File: src/rtl/stripes_pkg.sv
// Shared types and default sizes for the Stripes bit-serial datapath blocks.
package stripes_pkg;

  localparam int DEF_DATA_WIDTH   = 8;
  localparam int DEF_WEIGHT_WIDTH = 8;
  localparam int DEF_VEC_LENGTH   = 16;

  // The MAC's column index port is this wide; WEIGHT_WIDTH must not exceed 2**COL_W.
  localparam int COL_W = $clog2(DEF_WEIGHT_WIDTH);

  typedef enum logic [1:0] {
    IDLE  = 2'd0,
    RUN   = 2'd1,
    DRAIN = 2'd2
  } seq_state_t;

endpackage

File: src/rtl/stripes_bitserial_sequencer_bitplane_select.sv
// Combinational bit-plane extraction: lane j of the plane is bit col of weight j.
module bitplane_select
  import stripes_pkg::*;
#(
  parameter int WEIGHT_WIDTH = DEF_WEIGHT_WIDTH,
  parameter int VEC_LENGTH   = DEF_VEC_LENGTH
) (
  input  logic [VEC_LENGTH-1:0][WEIGHT_WIDTH-1:0] w,
  input  logic [COL_W-1:0]                        col,
  output logic [VEC_LENGTH-1:0]                   plane
);

  always_comb begin
    plane = '0;
    for (int j = 0; j < VEC_LENGTH; j++) begin
      plane[j] = w[j][col];
    end
  end

endmodule

File: src/rtl/stripes_bitserial_sequencer.sv
// Feeds one vector per handshake to the Stripes bit-serial MAC as LSB-first weight
// bit-planes, chains vectors into a dot-product group and flushes the MAC at group end.
module stripes_bitserial_sequencer
  import stripes_pkg::*;
#(
  parameter int DATA_WIDTH   = DEF_DATA_WIDTH,
  parameter int WEIGHT_WIDTH = DEF_WEIGHT_WIDTH,
  parameter int VEC_LENGTH   = DEF_VEC_LENGTH
) (
  input  logic                                  clk,
  input  logic                                  reset,
  input  logic                                  in_valid,
  output logic                                  in_ready,
  input  logic                                  in_last,
  input  logic [VEC_LENGTH-1:0][DATA_WIDTH-1:0]   act_in,
  input  logic [VEC_LENGTH-1:0][WEIGHT_WIDTH-1:0] w_in,
  output logic [VEC_LENGTH-1:0][DATA_WIDTH-1:0]   act_out,
  output logic [VEC_LENGTH-1:0]                 w_bit,
  output logic [COL_W-1:0]                      column_idx,
  output logic                                  is_msb,
  output logic                                  mac_en,
  output logic                                  load_accum,
  output logic                                  out_valid,
  output logic                                  busy
);

  localparam logic [COL_W-1:0] LAST_COL = COL_W'(WEIGHT_WIDTH - 1);

  seq_state_t state, state_nxt;
  logic [COL_W-1:0] col, col_nxt;
  logic [VEC_LENGTH-1:0][DATA_WIDTH-1:0]   act_q;
  logic [VEC_LENGTH-1:0][WEIGHT_WIDTH-1:0] w_q;
  logic last_q, first_q, ld_pend, load_accum_q, out_valid_q;
  logic at_last_col, accept;
  logic [VEC_LENGTH-1:0] plane;

  bitplane_select #(
    .WEIGHT_WIDTH (WEIGHT_WIDTH),
    .VEC_LENGTH   (VEC_LENGTH)
  ) u_bitplane_select (
    .w     (w_q),
    .col   (col),
    .plane (plane)
  );

  assign at_last_col = (col == LAST_COL);
  // Ready is a pure function of state so the upstream can never form a loop through in_valid.
  assign in_ready    = (state == IDLE) || ((state == RUN) && at_last_col && !last_q);
  assign accept      = in_valid && in_ready;

  assign act_out    = act_q;
  assign load_accum = load_accum_q;
  assign out_valid  = out_valid_q;
  assign busy       = (state != IDLE);

  // NOTE: every output of this block gets a default first, so no path can infer a latch.
  always_comb begin
    state_nxt  = state;
    col_nxt    = col;
    mac_en     = 1'b0;
    column_idx = '0;
    is_msb     = 1'b0;
    w_bit      = '0;
    unique case (state)
      IDLE: begin
        if (accept) begin
          state_nxt = RUN;
          col_nxt   = '0;
        end
      end
      RUN: begin
        mac_en     = 1'b1;
        column_idx = col;
        is_msb     = at_last_col;
        w_bit      = plane;
        col_nxt    = col + COL_W'(1);
        if (at_last_col) begin
          col_nxt = '0;
          if (accept)      state_nxt = RUN;
          else if (last_q) state_nxt = DRAIN;
          else             state_nxt = IDLE;
        end
      end
      DRAIN: begin
        // Zero plane with en high pushes the last column in and clears the MAC shift stage.
        mac_en    = 1'b1;
        state_nxt = IDLE;
      end
      default: state_nxt = IDLE;
    endcase
  end

  // NOTE: sequential state uses non-blocking assignments only, so every register samples pre-edge values.
  always_ff @(posedge clk) begin
    if (reset) begin
      state        <= IDLE;
      col          <= '0;
      // NOTE: the held operand registers are cleared too, so the MAC never sees stale data after reset.
      act_q        <= '0;
      w_q          <= '0;
      last_q       <= 1'b0;
      first_q      <= 1'b1;
      ld_pend      <= 1'b0;
      load_accum_q <= 1'b0;
      out_valid_q  <= 1'b0;
    end else begin
      state        <= state_nxt;
      col          <= col_nxt;
      // Column 0 reaches the MAC shift stage one cycle after it is presented; load then.
      ld_pend      <= accept && first_q;
      load_accum_q <= ld_pend;
      out_valid_q  <= (state == DRAIN);
      if (accept) begin
        act_q  <= act_in;
        w_q    <= w_in;
        last_q <= in_last;
        if (!in_last) first_q <= 1'b0;
      end
      if (state == DRAIN) first_q <= 1'b1;
    end
  end

endmodule

File: config.mk
export PLATFORM = sky130hd
export DESIGN_NAME = stripes_bitserial_sequencer
export DESIGN_NICKNAME = d
export VERILOG_FILES = /design/src/rtl/stripes_pkg.sv /design/src/rtl/stripes_bitserial_sequencer_bitplane_select.sv /design/src/rtl/stripes_bitserial_sequencer.sv
export SDC_FILE = /design/constraint.sdc
export NUM_CORES = 1
export LEC_CHECK = 0
export BUFFER_PORTS_ARGS = -buffer_cell sky130_fd_sc_hd__buf_2
export CAP_MARGIN = 20
export CELL_PAD_IN_SITES_DETAIL_PLACEMENT = 0
export CELL_PAD_IN_SITES_GLOBAL_PLACEMENT = 1
export CORE_MARGIN = 2
export CORE_UTILIZATION = 35
export CTS_CLUSTER_DIAMETER = 200
export DETAILED_ROUTE_END_ITERATION = 6
export PLACE_DENSITY_LB_ADDON = 0.1
export RECOVER_POWER = 25
export SYNTH_ARGS = -nofsm -noshare
export SYNTH_HDL_FRONTEND = slang
export SYNTH_SLANG_ARGS = --single-unit
File: constraint.sdc
create_clock -name clk -period 1.7 [get_ports clk]
set_clock_uncertainty 0.15 [all_clocks]
set_input_delay 0.255 -clock clk [delete_from_list [all_inputs] [get_ports clk]]
set_output_delay 0.255 -clock clk [all_outputs]
set_load 0.005 [all_outputs]
# --- After elaboration in Yosys (flattened, before gate mapping) ---
# Cells that the tools add are included.
totals:
  regBits: 266
  ramBits: 0
  wordCells: 105
  mem_bits_ro: 0
  output_inout_bits: 153
  input_bits: 260
  n_memories: 0
  latch_bits: 0
classes:
  bitwise: 1
  mul: 0
  n_lt_le_gt_ge: 1
  muxes: 44
  reduce_logical: 14
  addsub: 1
  shifts: 0
  eq_ne: 5
  n_div: 0
ops:
  columns: ["op", "n"]
  rows:
  - ["$bmux W1 S3", 16]
  - ["$mux W1", 18]
  - ["$mux W16", 1]
  - ["$mux W3", 3]
  - ["$mux W2", 4]
  - ["$pmux W3 S2", 1]
  - ["$reduce_and A2 Y1", 3]
  - ["$logic_and A1 B1 Y1", 4]
  - ["$lt A3 B4 Y1 const B", 1]
  - ["$ne A2 B2 Y1 const B", 2]
  - ["$pmux W2 S2", 1]
  - ["$reduce_bool A2 Y1", 2]
  - ["$reduce_or A2 Y1", 2]
  - ["$add A3 B1 Y3 const B", 1]
  - ["$eq A3 B3 Y1 const B", 1]
  - ["$eq A2 B1 Y1 const B", 1]
  - ["$eq A2 B2 Y1 const B", 1]
  - ["$logic_not A2 Y1", 1]
  - ["$logic_not A1 Y1", 1]
  - ["$logic_or A1 B1 Y1", 1]
  - ["$not A1 Y1", 1]

# --- Longest topological paths before layout ---
# Gate-level depths: netlist of the first run.
logic_depth:
  depth_word: 8
  depth_mapped: 8
  ltp_nobuf: 5

# --- Hierarchy ---
# From an unflattened synthesis of the first run, not the netlist that was laid out.
unflattened:
  hier_cells: 1238
  hier_area_um2: 13167.6
modules_own_cells:
  columns: ["mod", "seq_area_each_um2", "area_each_um2", "cells_each", "n_inst"]
  rows:
  - ["stripes_bitserial_sequencer", 5325.1, 12096.6, 1181, 1]
  - ["bitplane_select", 0.0, 1071.0, 57, 1]

# --- Least setup slack after synthesis of the first run ---
# OpenSTA, ideal clock, no wires.
synth_path:
  path_kind: "reg2out"
  startpoint: "register state[1]"
  endpoint: "output port w_bit[10]"
  path_stages_with_launch: 8
  t_arrival_ps: 1385
  required_ps: 1295
  slack_ps: -90
  path_buffers: 3
  cell_sequence: "dfxtp_1 -> inv_1 -> ha_1 -> buf_2 -> and2_1 -> buf_2 -> buf_2 -> a22o_1"
synth_between:
  elab_chain_cells: 2
synth_lines:
  columns: ["element", "line_no", "rtl"]
  rows:
  - ["from (decl)", "stripes_bitserial_sequencer.sv:29", "seq_state_t state, state_nxt;"]
  - ["from (signal assigned)", "stripes_bitserial_sequencer.sv:107", "state <= state_nxt;"]
  - ["$eq A2 B1 Y1", "stripes_bitserial_sequencer.sv:64", "unique case (state)"]
  - ["$mux W16", "stripes_bitserial_sequencer.sv:64", null]
  - ["to (decl)", "stripes_bitserial_sequencer.sv:18", "output logic [VEC_LENGTH-1:0] w_bit,"]
# No other way between the ends.

# --- Final worst setup path of the first run ---
layout_path:
  startpoint: "register col[0]"
  endpoint: "output port w_bit[6]"
layout_between:
  elab_chain_cells: 3
layout_lines:
  columns: ["element", "line_no", "rtl"]
  rows:
  - ["from (decl)", "stripes_bitserial_sequencer.sv:30", "logic [COL_W-1:0] col, col_nxt;"]
  - ["from (signal assigned)", "stripes_bitserial_sequencer.sv:108", "col <= col_nxt;"]
  - ["$bmux W1 S3", "stripes_bitserial_sequencer_bitplane_select.sv:16", "plane[j] = w[j][col];"]
  - ["$mux W1 (not written as such)", "stripes_bitserial_sequencer_bitplane_select.sv:16", null]
  - ["$mux W16", "stripes_bitserial_sequencer.sv:64", null]
# No other way between the ends. The select of a mux whose other input is x is not followed.

==> flow_summary.rst, run 1 <==
.. list-table::
   :header-rows: 1

   * - Metric
     - Value
   * - Outcome
     - complete, but fails checks
   * - Failing checks
     - negative setup slack
   * - Dpl hpwl
     - 25200 um
   * - Rel. slew slack
     - roughly three quarters
   * - ANT nets after route
     - 0
   * - Crit-path max FO
     - 6
   * - Static leakage power
     - approximately 0.0093 uW
   * - Die height
     - between 150 and 200 um
   * - Most area-hungry cell type in the Yosys netlist
     - dfxtp_1
   * - Maximum number of pins on one net before global-route repair
     - ~110
   * - I/O pin count
     - 413
   * - Stage delay of the slowest cell on the critical path
     - slightly below 0.5 ns
   * - Initial Utilization
     - 35.4%
   * - Final setup violation count
     - between 200 and 300
   * - Critical path, cell by cell
     - buf_12 > buf_12 > mux4_2 > a22o_1 > buf_2
   * - RD Place Congestion
     - around 0.77
   * - Final Worst Setup Slack
     - -0.732 ns
   * - Synth unique cells
     - 29
   * - WL per Instance
     - 16.5 um
   * - Post-synthesis cell count
     - between 1000 and 1500
   * - Area growth from synthesis to final layout
     - 61.7%
   * - Number of warnings reported in the yosys synthesis log
     - 0
   * - RSZ-0062 raised after global routing
     - true
   * - Post-route minimum period
     - 2.43 ns
   * - Most used DFF post-synth
     - dfxtp_1
   * - # clock sinks
     - approximately 270
   * - Number of enable-type register cells in the synthesized netlist
     - 0
   * - Number of antenna violations at the first check in global routing
     - 2
   * - Number of max-slew violations in the final report
     - 0
   * - Clock Root Buffer
     - clkbuf_16
   * - Path type of the worst min-delay path
     - in2reg
   * - NumNets Final
     - about 2200
   * - Clock buffers created by TritonCTS
     - 34
   * - Total of fill cells in the finished design
     - around 3100
   * - Total track usage
     - between 20 and 25%
   * - Worst setup path class
     - reg2out
   * - First-pass detailed-route iteration total
     - 4
   * - Clock latency on the worst-skew pair
     - ~0.51 ns
   * - Cell Pwr Density
     - around 860 mW/mm2
   * - Flops & latches, synth
     - roughly 270
   * - Overall power
     - approximately 18000 uW
   * - Required time of the critical path
     - 1.29 ns
   * - Maximum number of buffers from clock root to sink
     - 3
   * - Tcrit/Tclk final
     - 143%
   * - Kind of end point of the critical path
     - output pin
   * - Worst Max-Slew Pin Slew
     - roughly 0.37 ns
   * - CTS tree
     - done
   * - Count of port buffers added during placement
     - between 400 and 500
   * - Launching element type of the critical path
     - flip-flop
   * - Post-synth top area share
     - roughly two fifths
   * - Vias after detailed routing
     - roughly 11000
   * - Share of synthesized area occupied by flip-flops and latches
     - 41.2%
   * - Global-route wire length before repair
     - between 60000 and 70000 um
   * - Worst ir drop on vdd
     - 594 uV
   * - Post-Syn Area per Cell
     - about 11 um2
   * - Via count of the first global-routing pass
     - about 12000
   * - Synthesized Nets
     - 1490
   * - CTS clk-pin slew, worst paths
     - about 0.060 ns
   * - CP Data Arrival Time
     - between 2 and 2.5 ns
   * - Achievable Freq
     - just over 0.4 GHz
   * - Area occupied by multi-input gates
     - roughly 0.0070 mm2
   * - Top-count cell post-synth
     - nand2b_1
   * - Congestion Overflow GR
     - 0
   * - Final instance area
     - between 0.02 and 0.025 mm2
   * - Via density
     - ~4.5
   * - Instance area after placement
     - roughly 0.016 mm2
   * - Number of max-cap violations
     - 0
   * - Critical Path Most Common Cell
     - buf_12
   * - Die Outline Area
     - slightly below 0.04 mm2
   * - Top post-synthesis cells by area
     - dfxtp_1 (41%), nand2b_1 (25%), mux2i_1 (20%)
   * - Mapped cell area
     - between 0.01 and 0.015 mm2
   * - Drt initial violations
     - roughly 330
   * - Number of levels the H-tree was split into
     - 2
   * - FF/Latch Area
     - 0.00533 mm2
   * - Post-detailed-routing wire length
     - 40300 um
   * - Share of layout cells above drive strength 1
     - 31.7%
   * - Most numerous cell types in the synthesized netlist
     - nand2b_1 (516), dfxtp_1 (266), mux2i_1 (258), clkbuf_1 (58), buf_6 (24)
   * - Cell at the slowest stage of the critical path
     - mux4_2
   * - Detailed-route DRC error count
     - 0
   * - Site Rows
     - 70
   * - Async S/R FF share, synth
     - 0%
   * - Number of hold violations in the final report
     - 0
   * - Core area
     - roughly 0.037 mm2
   * - DIE WIDTH
     - around 200 um
critical path: cells and delay by family (launching register included):
family,cells,cell delay (ns)
multiplexers,1,0.49
buffers and inverters,3,0.40
AO/OA/AOI/OAI,1,0.22
flip-flops,1,0.39
final timing paths:
kind	start	end	slack, ns	depth (start not counted)
max	col[0]$_SDFFE_PP0P_	w_bit[6]	-0.73	5
min	reset	act_out[3]$_SDFFE_PP0N_	0.05	3
max reg2reg	col[0]$_SDFFE_PP0P_	act_out[47]$_SDFFE_PP0N_	-0.62	13
min reg2reg	ld_pend$_SDFF_PP0_	load_accum$_SDFF_PP0_	0.28	1
cells in the final DEF, fill, tap and decap left out, drive strengths merged:
cell	synthesis	final
buf	42	522
nand2b	516	516
dfxtp	266	266
dlygate4sd3	0	258
mux2i	258	258
clkbuf	58	66
mux4	32	32
a22o	16	16
ha	5	5
nor2	4	4
and2	4	4
nor2b	4	4
inv	4	4
a32oi	3	3
clkinv	0	3
a21oi	3	3
diode	0	2
nor3	2	2
nand3b	1	1
nand2	1	1
a21boi	1	1
o21ai	1	1
a211oi	1	1
and3b	1	1
and3	1	1
o21ba	1	1
bufinv	0	1
final cells by class:
| class | instances | area share, % |
|---|---|---|
| antenna | 2 | 0.0239 |
| clock buffer | 52 | 5.18 |
| tap | 468 | 2.80 |
| clock inverter | 4 | 0.215 |
| multi-input combinational | 855 | 33.6 |
| sequential | 266 | 25.5 |
| timing repair buffer | 794 | 32.6 |
| inverter | 4 | 0.0718 |
sequential cells by signal, summed over array words and instances, names as in the netlist:
| name | cells |
|---|---|
| act_out | 128 |
| load_accum | 1 |
| w_q | 128 |
| out_valid | 1 |
| last_q | 1 |
| col | 3 |
| first_q | 1 |
| state | 2 |
| ld_pend | 1 |
repair_timing:
action                                  CTS  global route
pin swaps                                 7             8
buffers inserted                         56             9
endpoints found under the setup margin  282           284
gates resized for setup                 122            34
hold buffers                            258             0
endpoints found under the hold margin   259             0
gates cloned                             34             0
logic make-up after synthesis:
group                    synth area share [%]
AND/OR/NAND/NOR                          25.7
multiplexers                             25.9
flip-flops                               41.2
buffers and inverters                    5.06
AO/OA/AOI/OAI                            1.64
adder cells (fa/ha/maj)                 0.484
metal layers:
layer  routed length (um)  GRT usage [%]
met2                19700           36.8
met5                    0              0
met3                 2360           5.24
met1                17200           24.7
met4                 1110           6.48
power by group:
group | internal (uW) | switching [uW]
registers | 6710 | 246
logic | 2320 | 1400
clock network | 4500 | 2740
through the flow:
| stage | worst slack, ns | utilization [%] | setup TNS, ns | instances | hold slack [ns] |
|---|---|---|---|---|---|
| final | -0.732 | 57.2 | -145.19 | 2445 | 0.0452 |
| after CTS | -0.752 | 58.5 | -160.22 | 2464 | 0.0430 |
| after global placement | -0.207 | 43.0 | -45.05 | 2062 | 0.269 |
| after detailed placement | -0.265 | 43.0 | -57.15 | 2062 | 0.281 |
| after global routing | -0.807 | 57.2 | -172.07 | 2445 | 0.0681 |
| after floorplan | -0.0197 | - | -1.99 | 1225 | 0.260 |
Power figures use the tool's default switching activity.
==> inputs of run 2 (changes only) <==
--- a/config.mk
+++ b/config.mk
@@ -10,11 +10,12 @@
 export CELL_PAD_IN_SITES_DETAIL_PLACEMENT = 0
 export CELL_PAD_IN_SITES_GLOBAL_PLACEMENT = 1
 export CORE_MARGIN = 2
-export CORE_UTILIZATION = 35
+export CORE_UTILIZATION = 36
 export CTS_CLUSTER_DIAMETER = 200
 export DETAILED_ROUTE_END_ITERATION = 6
 export PLACE_DENSITY_LB_ADDON = 0.1
 export RECOVER_POWER = 25
 export SYNTH_ARGS = -nofsm -noshare
 export SYNTH_HDL_FRONTEND = slang
+export SYNTH_HIERARCHICAL = 1
 export SYNTH_SLANG_ARGS = --single-unit
==> flow_summary.rst, run 2 <==
.. list-table::
   :header-rows: 1

   * - Metric
     - Value
   * - Post-Syn Area per Cell
     - approximately 11 um2
   * - RSZ-0062 raised after global routing
     - true
   * - Fin util
     - a little under 60%
   * - Worst setup slack after placement
     - -0.403 ns
   * - Commonest non-fill, non-tap cell in the layout
     - nand2b_1
   * - WL per Instance
     - ~16 um
   * - Clock Root Buffer
     - clkbuf_16
   * - Post-route minimum period
     - ~2.6 ns
   * - Dpl hpwl
     - between 20000 and 30000 um
   * - Clock buffers created by TritonCTS
     - 34
   * - Flops & latches, synth
     - 266
   * - Worst setup path class
     - reg2out
   * - Clock latency on the worst-skew pair
     - approximately 0.5 ns
   * - Internal cell power
     - 13500 uW
   * - Number of max-slew violations in the final report
     - 0
   * - Via density
     - roughly 4.5
   * - CTS clk-pin slew, worst paths
     - approximately 0.050 ns
   * - Drt initial violations
     - between 300 and 400
   * - Top-count cell post-synth
     - nand2b_1
   * - Core area
     - between 0.03 and 0.04 mm2
   * - Maximum number of buffers from clock root to sink
     - 3
   * - ANT nets after route
     - 0
   * - Vias after detailed routing
     - between 10000 and 15000
   * - Hold slack
     - about 0.14 ns
   * - Top post-synthesis cells by area
     - dfxtp_1 (40%), nand2b_1 (25%), mux2i_1 (20%)
   * - NumNets Final
     - around 2200
   * - Routed length on met1
     - 17400 um
   * - Final Worst Setup Slack
     - -0.876 ns
   * - Global-route wire length before repair
     - roughly 64000 um
   * - Maximum number of pins on one net before global-route repair
     - between 100 and 150
   * - Congestion Overflow GR
     - 0
   * - Initial Utilization
     - 36.2%
   * - Share of synthesized area occupied by flip-flops and latches
     - 40.4%
   * - Most area-hungry cell type in the Yosys netlist
     - dfxtp_1
   * - Worst Max-Slew Pin Slew
     - about 0.79 ns
   * - Most used DFF post-synth
     - dfxtp_1
   * - Worst ir drop on vdd
     - between 500 and 600 uV
   * - Path type of the worst min-delay path
     - in2reg
   * - Tcrit/Tclk final
     - 152%
   * - Combinational Power Share
     - between 20% and 30%
   * - Post-detailed-routing wire length
     - between 40000 and 50000 um
   * - Share of layout cells above drive strength 1
     - 32.8%
   * - Source of the critical timing path
     - col[0]$_SDFFE_PP0P_
   * - Outcome
     - complete, but fails checks
   * - Met3 Wirelength
     - 2420 um
   * - Sequential cell fraction of total power
     - around two fifths
   * - Static leakage power
     - roughly 0.0095 uW
   * - Via count of the first global-routing pass
     - roughly 12000
   * - Rel. slew slack
     - 47.4%
   * - Crit-path max FO
     - 7
   * - Net switching power figure
     - around 4400 uW
   * - Async S/R FF share, synth
     - 0%
   * - Number of hold violations in the final report
     - 0
   * - Cell Pwr Density
     - roughly 830 mW/mm2
   * - Most frequent cells in the layout
     - nand2b_1 (515), buf_2 (383), dfxtp_1 (262)
   * - Detailed-route DRC error count
     - 0
   * - Number of levels the H-tree was split into
     - 2
   * - Post-synth top area share
     - between 40% and 50%
   * - Clock network power share
     - around 39%
   * - # clock sinks
     - between 200 and 300
   * - Metal2 WL
     - 19800 um
   * - Worst reg2reg path startpoint
     - col[0]$_SDFFE_PP0P_
   * - Synthesized Nets
     - 1503
   * - Die Outline Area
     - around 0.038 mm2
   * - Final setup violation count
     - roughly 290
   * - Count of port buffers added during placement
     - about 410
   * - Launching element type of the critical path
     - flip-flop
   * - I/O pin count
     - between 400 and 500
   * - Number of max-cap violations
     - 0
   * - Post-synthesis cell count
     - roughly 1200
   * - Number of enable-type register cells in the synthesized netlist
     - 0
   * - CTS tree
     - done
   * - Failing checks
     - negative setup slack
   * - Achievable Freq
     - approximately 0.39 GHz
   * - Most numerous cell types in the synthesized netlist
     - nand2b_1 (516), dfxtp_1 (266), mux2i_1 (258), clkbuf_1 (61), mux4_1 (28)
   * - Total track usage
     - 21.2%
   * - First-pass detailed-route iteration total
     - 7
   * - Synth unique cells
     - 29
   * - Kind of end point of the critical path
     - output pin
   * - Number of antenna violations at the first check in global routing
     - 6
   * - Top routing layer in use
     - met5
   * - Sw Ratio
     - 24.4%
   * - Area growth from synthesis to final layout
     - 62.9%
   * - RD Place Congestion
     - roughly 0.75
   * - Startpoint of the most critical hold path
     - in_valid
   * - Required time of the critical path
     - between 1 and 1.5 ns
   * - CP Data Arrival Time
     - ~2.2 ns
   * - Number of warnings reported in the yosys synthesis log
     - 6
   * - Die height
     - 195 um
   * - DIE WIDTH
     - 195 um
   * - Site Rows
     - 70
   * - Mapped cell area
     - between 0.01 and 0.015 mm2
run 2: metrics by stage:
| stage | cell area (um2) | setup TNS (ns) | power (uW) | cells |
|---|---|---|---|---|
| floorplan | 13100 | -19.92 | 8660 | 1238 |
| global placement | 15800 | -77.65 | 9580 | 2076 |
| detailed placement | 15800 | -84.71 | 9610 | 2076 |
| CTS | 21400 | -212.77 | 18100 | 2464 |
| global route | 21400 | -212.63 | 18600 | 2471 |
| finish | 21400 | -192.71 | 17800 | 2471 |
run 2: routing by layer:
metal	GRT usage (%)	up-vias
li1	-	5592
met4	5.71	2
met5	0	-
met3	5.22	60
met2	37.1	305
met1	25.8	5051
run 2: cell type report:
type                    instances  area (um2)
fillers                      3129       14900
multi-input cells             870        7220
repair buffers                801        7210
flip-flops and latches        266        5330
clock buffers                  53        1010
well taps                     468         586
clock inverters                 3        43.8
inverters                       5        26.3
diodes                          5        12.5
run 2: path summary, 6_finish.rpt:
check,endpoint,slack [ns],cells after the start
worst max-delay path,w_bit[13],-0.88,5
worst min-delay path,col[2]$_SDFFE_PP0P_,0.14,4
worst max register to register,act_out[103]$_SDFFE_PP0N_,-0.81,14
worst min register to register,load_accum$_SDFF_PP0_,0.29,1
run 2: cells by family (layout without fill, tap and decap cells):
group | after synthesis | in the layout | share of synthesized area [%]
adder cells (fa/ha/maj) | 5 | 5 | 0.475
multiplexers | 306 | 306 | 27.3
AO/OA/AOI/OAI | 11 | 12 | 0.589
flip-flops | 266 | 266 | 40.4
other | 0 | 5 | 0
AND/OR/NAND/NOR | 547 | 547 | 25.9
buffers and inverters | 103 | 862 | 5.35
run 2: timing repair:
action                     4_1_cts  5_1_grt
buffers inserted                37        3
pin swaps                        6        1
hold endpoints to repair       259        0
setup endpoints to repair      285      287
cloned                          36        1
hold buffers                   259        0
resized for setup              134       16
run 2: power by group through the flow:
stage	logic (uW)	clock network (uW)	registers, uW
2_1_floorplan	1600	0	7060
6_report	3990	6880	6960
3_3_place_gp	2510	0	7070
3_5_place_dp	2540	0	7070
5_1_grt	4290	7340	7010
4_1_cts	4020	7120	6950
run 2: critical path: stages, from the launching register on:
cell and delay (ns):
dfxtp_4 0.45, clkbuf_16 0.20, mux4_2 0.49, mux2_4 0.27
and2_4 0.16, buf_6 0.11
